$ cat config.mk
export PLATFORM = sky130hd
export DESIGN_NAME = sync_fifo_flex
export DESIGN_NICKNAME = d
export VERILOG_FILES = /design/src/rtl/sync_fifo_flex.sv
export SDC_FILE = /design/constraint.sdc
export NUM_CORES = 1
export LEC_CHECK = 0
export BUFFER_PORTS_ARGS = -buffer_cell sky130_fd_sc_hd__buf_2
export CORE_MARGIN = 3
export CORE_UTILIZATION = 39
export DETAILED_ROUTE_END_ITERATION = 6
export PLACE_DENSITY_LB_ADDON = 0.08
export SLEW_MARGIN = 0
export SYNTH_ARGS = -nofsm -noshare
export SYNTH_HDL_FRONTEND = slang
export SYNTH_SLANG_ARGS = --single-unit
export TNS_END_PERCENT = 1
$ cat constraint.sdc
create_clock -name clk -period 2.35 [get_ports clk]
set_clock_uncertainty 0.15 [all_clocks]
set_input_delay 0.47 -clock clk [delete_from_list [all_inputs] [get_ports clk]]
set_output_delay 0.47 -clock clk [all_outputs]
set_load 0.1 [all_outputs]
$ cat src/rtl/sync_fifo_flex.sv
// sync_fifo_flex: parametrised single-clock FIFO with occupancy count,
// programmable almost-full/almost-empty thresholds, synchronous flush,
// read-valid strobe and sticky overflow/underflow flags.
// Depth need not be a power of two; pointers wrap explicitly.
// Optional build macro SYNC_FIFO_FLEX_FWFT_EN selects first-word-fall-through
// output. Without it, reads are registered with one cycle of latency.
module sync_fifo_flex #(
  parameter int DATA_WIDTH = 8,
  parameter int FIFO_DEPTH = 8,
  parameter int AF_LEVEL   = FIFO_DEPTH - 2,
  parameter int AE_LEVEL   = 2
) (
  input  logic                          clk,
  input  logic                          reset,
  input  logic                          clear,
  input  logic                          push,
  input  logic [DATA_WIDTH-1:0]         dataIn,
  input  logic                          pop,
  output logic [DATA_WIDTH-1:0]         dataOut,
  output logic                          dataOut_valid,
  output logic                          full,
  output logic                          empty,
  output logic                          almost_full,
  output logic                          almost_empty,
  output logic [$clog2(FIFO_DEPTH):0]   count,
  output logic                          overflow,
  output logic                          underflow
);

  localparam int PW = $clog2(FIFO_DEPTH);
  localparam int CW = PW + 1;
  localparam logic [PW-1:0] LAST_PTR = PW'(FIFO_DEPTH - 1);
  localparam logic [CW-1:0] DEPTH_CNT = CW'(FIFO_DEPTH);
  localparam logic [CW-1:0] AF_CNT = CW'(AF_LEVEL);
  localparam logic [CW-1:0] AE_CNT = CW'(AE_LEVEL);

  // Parameter legality is enforced at elaboration time.
  if (FIFO_DEPTH < 2 || FIFO_DEPTH > 1024) begin : g_bad_depth
    $error("sync_fifo_flex: FIFO_DEPTH must be in 2..1024");
  end
  if (AF_LEVEL < 0 || AF_LEVEL > FIFO_DEPTH) begin : g_bad_af
    $error("sync_fifo_flex: AF_LEVEL must be in 0..FIFO_DEPTH");
  end
  if (AE_LEVEL < 0 || AE_LEVEL >= FIFO_DEPTH) begin : g_bad_ae
    $error("sync_fifo_flex: AE_LEVEL must be in 0..FIFO_DEPTH-1");
  end

  logic [DATA_WIDTH-1:0] mem_q [FIFO_DEPTH];

  logic [PW-1:0] wr_ptr_q, wr_ptr_d;
  logic [PW-1:0] rd_ptr_q, rd_ptr_d;
  logic [CW-1:0] count_q, count_d;
  logic          overflow_q, overflow_d;
  logic          underflow_q, underflow_d;
  logic          wr_en, rd_en, mem_we;

  // Advance a pointer, wrapping at the last legal entry rather than at 2**PW.
  function automatic logic [PW-1:0] ptr_inc(input logic [PW-1:0] p);
    return (p == LAST_PTR) ? '0 : p + PW'(1);
  endfunction

  // Flags decode the registered count so they are glitch-free and aligned.
  assign full         = (count_q == DEPTH_CNT);
  assign empty        = (count_q == '0);
  assign almost_full  = (count_q >= AF_CNT);
  assign almost_empty = (count_q <= AE_CNT);
  assign count        = count_q;
  assign overflow     = overflow_q;
  assign underflow    = underflow_q;

  // Full/empty are taken from the pre-edge count, so a same-cycle pop never
  // rescues a push into a full FIFO, nor a push a pop from an empty one.
  assign wr_en  = push && !full;
  assign rd_en  = pop && !empty;
  assign mem_we = wr_en && !clear;

  // Next-state for pointers, occupancy and sticky error flags.
  always_comb begin
    // NOTE: every always_comb output gets a default first so no path leaves
    // it unassigned, which would otherwise infer a latch.
    wr_ptr_d    = wr_ptr_q;
    rd_ptr_d    = rd_ptr_q;
    count_d     = count_q;
    overflow_d  = overflow_q;
    underflow_d = underflow_q;
    if (clear) begin
      wr_ptr_d    = '0;
      rd_ptr_d    = '0;
      count_d     = '0;
      overflow_d  = 1'b0;
      underflow_d = 1'b0;
    end else begin
      if (wr_en) wr_ptr_d = ptr_inc(wr_ptr_q);
      if (rd_en) rd_ptr_d = ptr_inc(rd_ptr_q);
      unique case ({wr_en, rd_en})
        2'b10:   count_d = count_q + CW'(1);
        2'b01:   count_d = count_q - CW'(1);
        default: count_d = count_q;
      endcase
      if (push && full) overflow_d  = 1'b1;
      if (pop && empty) underflow_d = 1'b1;
    end
  end

  // Control state register with asynchronous active-low reset.
  always_ff @(posedge clk or negedge reset) begin
    // NOTE: sequential state uses non-blocking assignments so every register
    // samples pre-edge values regardless of statement order.
    if (!reset) begin
      wr_ptr_q    <= '0;
      rd_ptr_q    <= '0;
      count_q     <= '0;
      overflow_q  <= 1'b0;
      underflow_q <= 1'b0;
    end else begin
      wr_ptr_q    <= wr_ptr_d;
      rd_ptr_q    <= rd_ptr_d;
      count_q     <= count_d;
      overflow_q  <= overflow_d;
      underflow_q <= underflow_d;
    end
  end

  // Storage array write port.
  always_ff @(posedge clk) begin
    // NOTE: the storage array is deliberately not reset; occupancy and
    // pointers define which entries are meaningful, and a reset here would
    // prevent mapping onto RAM.
    if (mem_we) mem_q[wr_ptr_q] <= dataIn;
  end

`ifdef SYNC_FIFO_FLEX_FWFT_EN
  // Head-of-queue word is presented directly; zero while nothing is stored
  // so the output is defined during and right after reset.
  assign dataOut       = empty ? '0 : mem_q[rd_ptr_q];
  assign dataOut_valid = !empty;
`else
  logic [DATA_WIDTH-1:0] dout_q, dout_d;
  logic                  dvalid_q, dvalid_d;

  // Registered read: capture the head word on an accepted pop; flush keeps
  // the last word but drops the strobe.
  always_comb begin
    dout_d   = dout_q;
    dvalid_d = 1'b0;
    if (!clear && rd_en) begin
      dout_d   = mem_q[rd_ptr_q];
      dvalid_d = 1'b1;
    end
  end

  // Read data register; reset also kills a read in flight.
  always_ff @(posedge clk or negedge reset) begin
    if (!reset) begin
      dout_q   <= '0;
      dvalid_q <= 1'b0;
    end else begin
      dout_q   <= dout_d;
      dvalid_q <= dvalid_d;
    end
  end

  assign dataOut       = dout_q;
  assign dataOut_valid = dvalid_q;
`endif

endmodule

==> results of run 1 <==
==> path summary, 6_finish.rpt <==
kind                                         from                     end  cells after the start
setup / recovery             count[0]$_DFFE_PN0P_                   empty                      4
hold / removal                          dataIn[1]   mem_q[0][1]$_DFFE_PP_                      1
setup reg to reg             count[1]$_DFFE_PN0P_    count[3]$_DFFE_PN0P_                      8
hold reg to reg            dataOut[3]$_DFFE_PN0P_  dataOut[3]$_DFFE_PN0P_                      2
max in group asynchronous                   reset    count[1]$_DFFE_PN0P_                      2
min in group asynchronous                   reset  dataOut[7]$_DFFE_PN0P_                      2
==> worst max-delay path: stages (launching register included) <==
cell and delay [ns]:
dfrtp_4 0.51, buf_6 0.14, or4_4 0.53, clkinvlp_4 0.11, buf_12 0.17
==> per-layer routing <==
metal	vias to the layer above	global-route usage (%)	routed length [µm]
met4	0	5.55	102
met1	1058	21.9	3520
met2	48	24.3	3420
li1	978	-	-
met3	9	3.14	281
met5	-	0	0
==> stage by stage <==
step | util [%] | std cells | TNS, ns | hold WS (ns)
after floorplan | - | 221 | -5.47 | 0.0244
after global placement | 46.4 | 370 | 0 | 0.310
after detailed placement | 46.4 | 370 | 0 | 0.316
after CTS | 49.7 | 395 | -0.121 | 0.221
after global routing | 49.8 | 395 | -0.295 | 0.234
final | 49.8 | 395 | -0.0789 | 0.238
==> final cells by class <==
class	instances	share of cell area (%)
well taps	108	3.07
clock inverters	6	1.59
repair buffers	62	10.3
flip-flops and latches	85	55.8
inverters	3	0.454
multi-input cells	121	25.8
clock buffers	10	2.90
==> synth_stat cells (all sizes together) (2+ instances only) <==
library cell and number:
nand2 16, nand3 5, mux4 16, nor3 5
a21o 2, nor2 12, buf 9, o21ai 14
nand2b 2, xor2 2, ha 6, a21oi 12
inv 3, dfrtp 21, clkbuf 3, mux2i 8
or4b 2, or3 3, edfxtp 64, nand4b 3
==> cells by family after synthesis <==
family / Yosys count
AO/OA/AOI/OAI: 34
XOR/XNOR: 2
adder cells (fa/ha/maj): 6
buffers and inverters: 15
flip-flops: 85
multiplexers: 25
AND/OR/NAND/NOR: 54
==> what timing repair did <==
action	CTS	global route
buffers inserted	9	0
gates resized for setup	5	2
pin swaps	2	1
endpoints found under the hold margin	21	0
hold buffers	1	0
setup endpoints to repair	3	4
==> flip-flops by register name, indices dropped and copies added (netlist names) <==
signal / cells
mem_q: 64
dataOut: 8
count: 4
rd_ptr_q: 3
wr_ptr_q: 3
dataOut_valid: 1
overflow: 1
underflow: 1
==> power groups by stage <==
stage               clock [mW]  sequential [mW]  combinational (mW)
finish                    1.03             1.87                2.69
global route              1.13             1.89                2.88
CTS                       1.06             1.87                2.68
detailed placement           0             1.92                2.51
global placement             0             1.92                2.51
floorplan                    0             2.67                1.22
==> results.cfg, run 1 <==
[timing]
period_minus_slack_ns = 2.42
fin_ws_ns = -0.0712
hold_viol_final = 0
finalSetupViolations = 2
fmax_mhz = 413
finalCritPeriodShare_pct = 103
drv_slew = 0
max_slew.worst_pin.slew_ns = 0.963
slew_headroom_pct = 35.6
rsz0062_at_grt = yes

[worst_setup_path]
end_kind = output pin
path_max_fanout = 5
critPathArrivalTime_ns = 1.80
worstSetupPathType = flip-flop to output pin
cp-start-kind = flip-flop
critPathRequiredTime_ns = 1.73
r2r_slack_ns = 0.01

[synth]
synthAdderAreaFrac_pct = 2.08
netlist_instances = 221
synth_top_family_by_area = multiplexers
yosysUniqueCellTypes = 43
synth_seq_cells = 85
yosys.area_share.simple_pct = 8.48
synth_compound_area_share_pct = 6.57
synth_area_um2 = 3620
synthesis.nets = 240
synth_top_area_share_pct = 53.1
syn_avg_cell_area_um2 = 16.4
synthTopCellsByArea = edfxtp_1, dfrtp_1, mux4_2, mux2i_1, ha_1
muxShareOfSynthArea_pct = 12.5
synth_xor_area_share_pct = 0.484
synth_edf_count = 64
synthFlopType = edfxtp_1
async_flop_share_pct = 24.7
yosysSeqAreaShare_pct = 67.7
ys_warn_count = 0
yosysTopAreaCell = edfxtp_1

[pwr]
total_power_mw = 5.58
cellLeakagePower_nw = 1.63
peakVddDrop_v = 0.000602
p_seq_share_pct = 33.5
p_sw_mw = 2.41
p_int_mw = 3.17
p_per_area_nw_per_um2 = 1270
sw_frac_of_total_pct = 43.2
pwr-share-clk_pct = 18.4
comb_power_share_pct = 48.1

[die]
rows = 34
ioPinCount = 32
core_um2 = 8850
die_h_um = 102
start_util_pct = 40.9
die-area_um2 = 10500
die_width_um = 102

[clock_network]
cts_tree = yes
clockBufferDepth = 2
cts_sinks = 85
htreeDepth = 3
path_clk_slew_ns = 0.09
cts_made_buffers = 9
clockRootBuffer = clkbuf_8
insertion_delay_ns = 0.35

[grt]
antenna_found_initial = 0
grt_pass1_wl_mm = 11.8
grt.overflow.total = 0
grt_use_total_pct = 15.6
grt_pass1_vias = 2127
grt_max_degree = 22

[finish]
stdcell_area_um2 = 4410
area_growth_pct = 21.9
nFillCells = 763
drive_gt1_share_pct = 39.7
regArea_um2 = 2460
diodes = 0
nets = 301
mostFrequentLayoutCells = edfxtp_1, buf_2, buf_4
multi_input_area_um2 = 1140
final_common_cell = edfxtp_1

[drt]
viasPerCell = 5.30
drcViolationCount = 0
first_pass_iters = 4
ant_nets = 0
vias = 2093
wire_per_inst_um = 18.5
wl_mm = 7.32
drt_iter0_markers = 55

[placed_design]
hpwlAfterDp_mm = 4.78
placed_cell_area_um2 = 4110
pre_cts_slack_ns = 0.116
port-buffer-count = 31
gp_congestion = 0.853

[run_status]
status = finished with violations
violations = setup timing

[flow_run]
maxCapViolCount = 0

[hold_path]
hold_path_class = input pin to flip-flop
(Power assumes the default switching activity.)
==> run 2: changes to the inputs <==
--- a/config.mk
+++ b/config.mk
@@ -6,6 +6,8 @@
 export NUM_CORES = 1
 export LEC_CHECK = 0
 export BUFFER_PORTS_ARGS = -buffer_cell sky130_fd_sc_hd__buf_2
+export CELL_PAD_IN_SITES_DETAIL_PLACEMENT = 0
+export CELL_PAD_IN_SITES_GLOBAL_PLACEMENT = 1
 export CORE_MARGIN = 3
 export CORE_UTILIZATION = 39
 export DETAILED_ROUTE_END_ITERATION = 6
==> run 2 against run 1 <==
The flow still finishes with violations (setup timing). First-iteration DRC count is 130% higher. Register-to-register slack better by 0.02 ns. Die area stayed put. Total power is 2.8% lower. Core utilization is 0.52 points lower. Sequential share of layout area is 0.59 points higher. Highest routed layer unchanged.
==> results.cfg, run 2 (same netlist as run 1, synthesis figures left out) <==
[run_status]
status = finished with violations
violations = setup timing

[drt]
wire_per_inst_um = 18.2
drcViolationCount = 0
wl_mm = 7.06
ant_nets = 0
viasPerCell = 5.28
drt_iter0_markers = 125
first_pass_iters = 5
vias = 2053

[die]
rows = 34
ioPinCount = 32
die-area_um2 = 10500
core_um2 = 8850
die_width_um = 102
start_util_pct = 40.9
die_h_um = 102

[timing]
finalCritPeriodShare_pct = 103
fmax_mhz = 412
max_slew.worst_pin.slew_ns = 0.894
fin_ws_ns = -0.0768
rsz0062_at_grt = yes
finalSetupTns_ns = -0.106
drv_slew = 0
period_minus_slack_ns = 2.43
hold_ws_ns = 0.248
finalSetupViolations = 2
hold_viol_final = 0
slew_headroom_pct = 40.2

[grt]
grt_use_total_pct = 14.6
grt.met3_usage_pct = 3.89
grt_max_degree = 22
met1_usage_pct = 20.1
grt_pass1_wl_mm = 11.2
grt_pass1_vias = 2045
top_usage_layer = met2
antenna_found_initial = 0
grt_util_met2_pct = 23.4
grt.overflow.total = 0

[finish]
mostFrequentLayoutCells = edfxtp_1, buf_2, buf_4
final_common_cell = edfxtp_1
diodes = 0
drive_gt1_share_pct = 38.1
area_growth_pct = 20.6
largest_reg_flops = 64
final_util_pct = 49.3
top_register = mem_q
nets = 295

[clock_network]
clockBufferDepth = 2
cts_made_buffers = 9
htreeDepth = 3
cts_sinks = 85
insertion_delay_ns = 0.34
cts_tree = yes
path_clk_slew_ns = 0.09
clockRootBuffer = clkbuf_8

[worst_setup_path]
crit_slowest_cell = or4_4
critPathArrivalTime_ns = 1.81
r2r_slack_ns = 0.03
path_max_fanout = 4
cp_top_family = simple AND/OR/NAND/NOR gates
crit_path_cell_trace = buf_8 -> or4_4 -> clkinvlp_4 -> buf_12
timing.rr.start = count[2]$_DFFE_PN0P_
cp_slowest_stage_delay_ns = 0.55
worstSetupPathType = flip-flop to output pin
path_buf_inv = 3
ff2ff_path_depth = 9
critPathRequiredTime_ns = 1.73
end_kind = output pin
r2r_end = count[3]$_DFFE_PN0P_
cp-start-kind = flip-flop

[placed_design]
pre_cts_slack_ns = 0.143
hpwlAfterDp_mm = 4.69
port-buffer-count = 31
gp_congestion = 0.756

[flow_run]
maxCapViolCount = 0

[hold_path]
hold_start = dataIn[2]
holdPathStages = 1
hold_path_class = input pin to flip-flop
min_to = mem_q[7][2]$_DFFE_PP_

[pwr]
cellLeakagePower_nw = 1.59
p_per_area_nw_per_um2 = 1250
peakVddDrop_v = 0.000758
==> run 2: cell types whose count changed in the layout (fill, tap and decap cells not counted), sizes merged <==
cell | previous run | this run
buf | 61 | 55
bufinv | 1 | 0
clkinv | 1 | 0
clkinvlp | 3 | 5
==> run 2: worst reg2reg max path, stage by stage (launching register included) <==
cell     delay (ns)
dfrtp_4        0.51
buf_6          0.13
buf_4          0.15
o41ai_4        0.24
a21oi_2        0.07
ha_1           0.33
a31oi_1        0.26
nand2_1        0.07
mux2_2         0.26
nand4_1        0.08
==> run 2: metrics by stage <==
| step | instances | instance area (µm²) | total power [mW] |
|---|---|---|---|
| floorplan | 221 | 3670 | 3.89 |
| global placement | 366 | 4110 | 4.43 |
| detailed placement | 366 | 4110 | 4.44 |
| CTS | 386 | 4330 | 5.45 |
| global route | 389 | 4360 | 5.73 |
| finish | 389 | 4360 | 5.43 |
==> run 2: worst max path at each step <==
stage	from	endpoint	slack, ns	cells past startpoint
6_report	count[0]$_DFFE_PN0P_	empty	-0.08	4
5_1_grt	count[0]$_DFFE_PN0P_	empty	-0.14	4
4_1_cts	count[2]$_DFFE_PN0P_	empty	-0.1	4
3_5_place_dp	count[1]$_DFFE_PN0P_	empty	0.14	4
3_3_place_gp	count[1]$_DFFE_PN0P_	count[3]$_DFFE_PN0P_	0.14	7
2_1_floorplan	count[0]$_DFFE_PN0P_	mem_q[0][0]$_DFFE_PP_	-0.19	6
==> run 2: layout make-up <==
| type | count | area (µm²) |
|---|---|---|
| timing repair buffer | 56 | 452 |
| multi-input combinational | 121 | 1120 |
| inverter | 3 | 20.0 |
| fill | 765 | 4490 |
| tap | 108 | 135 |
| clock inverter | 6 | 47.5 |
| clock buffer | 10 | 128 |
| sequential | 85 | 2460 |
==> run 2: timing repair <==
item,in CTS,in global routing
hold buffers,1,0
setup endpoints to repair,2,4
setup buffers,4,3
resized for setup,4,2
endpoints found under the hold margin,21,0
pin swaps,2,1
==> run 2: power by group <==
group          internal, mW  switching (mW)  total [mW]
Combinational         0.868            1.77        2.63
Sequential             1.78          0.0922        1.87
Clock                 0.391           0.530       0.921
==> run 2: per-layer routing <==
layer	vias up	wire (µm)
li1	970	-
met1	1036	3390
met2	43	3380
met3	4	259
met4	0	31
met5	-	0
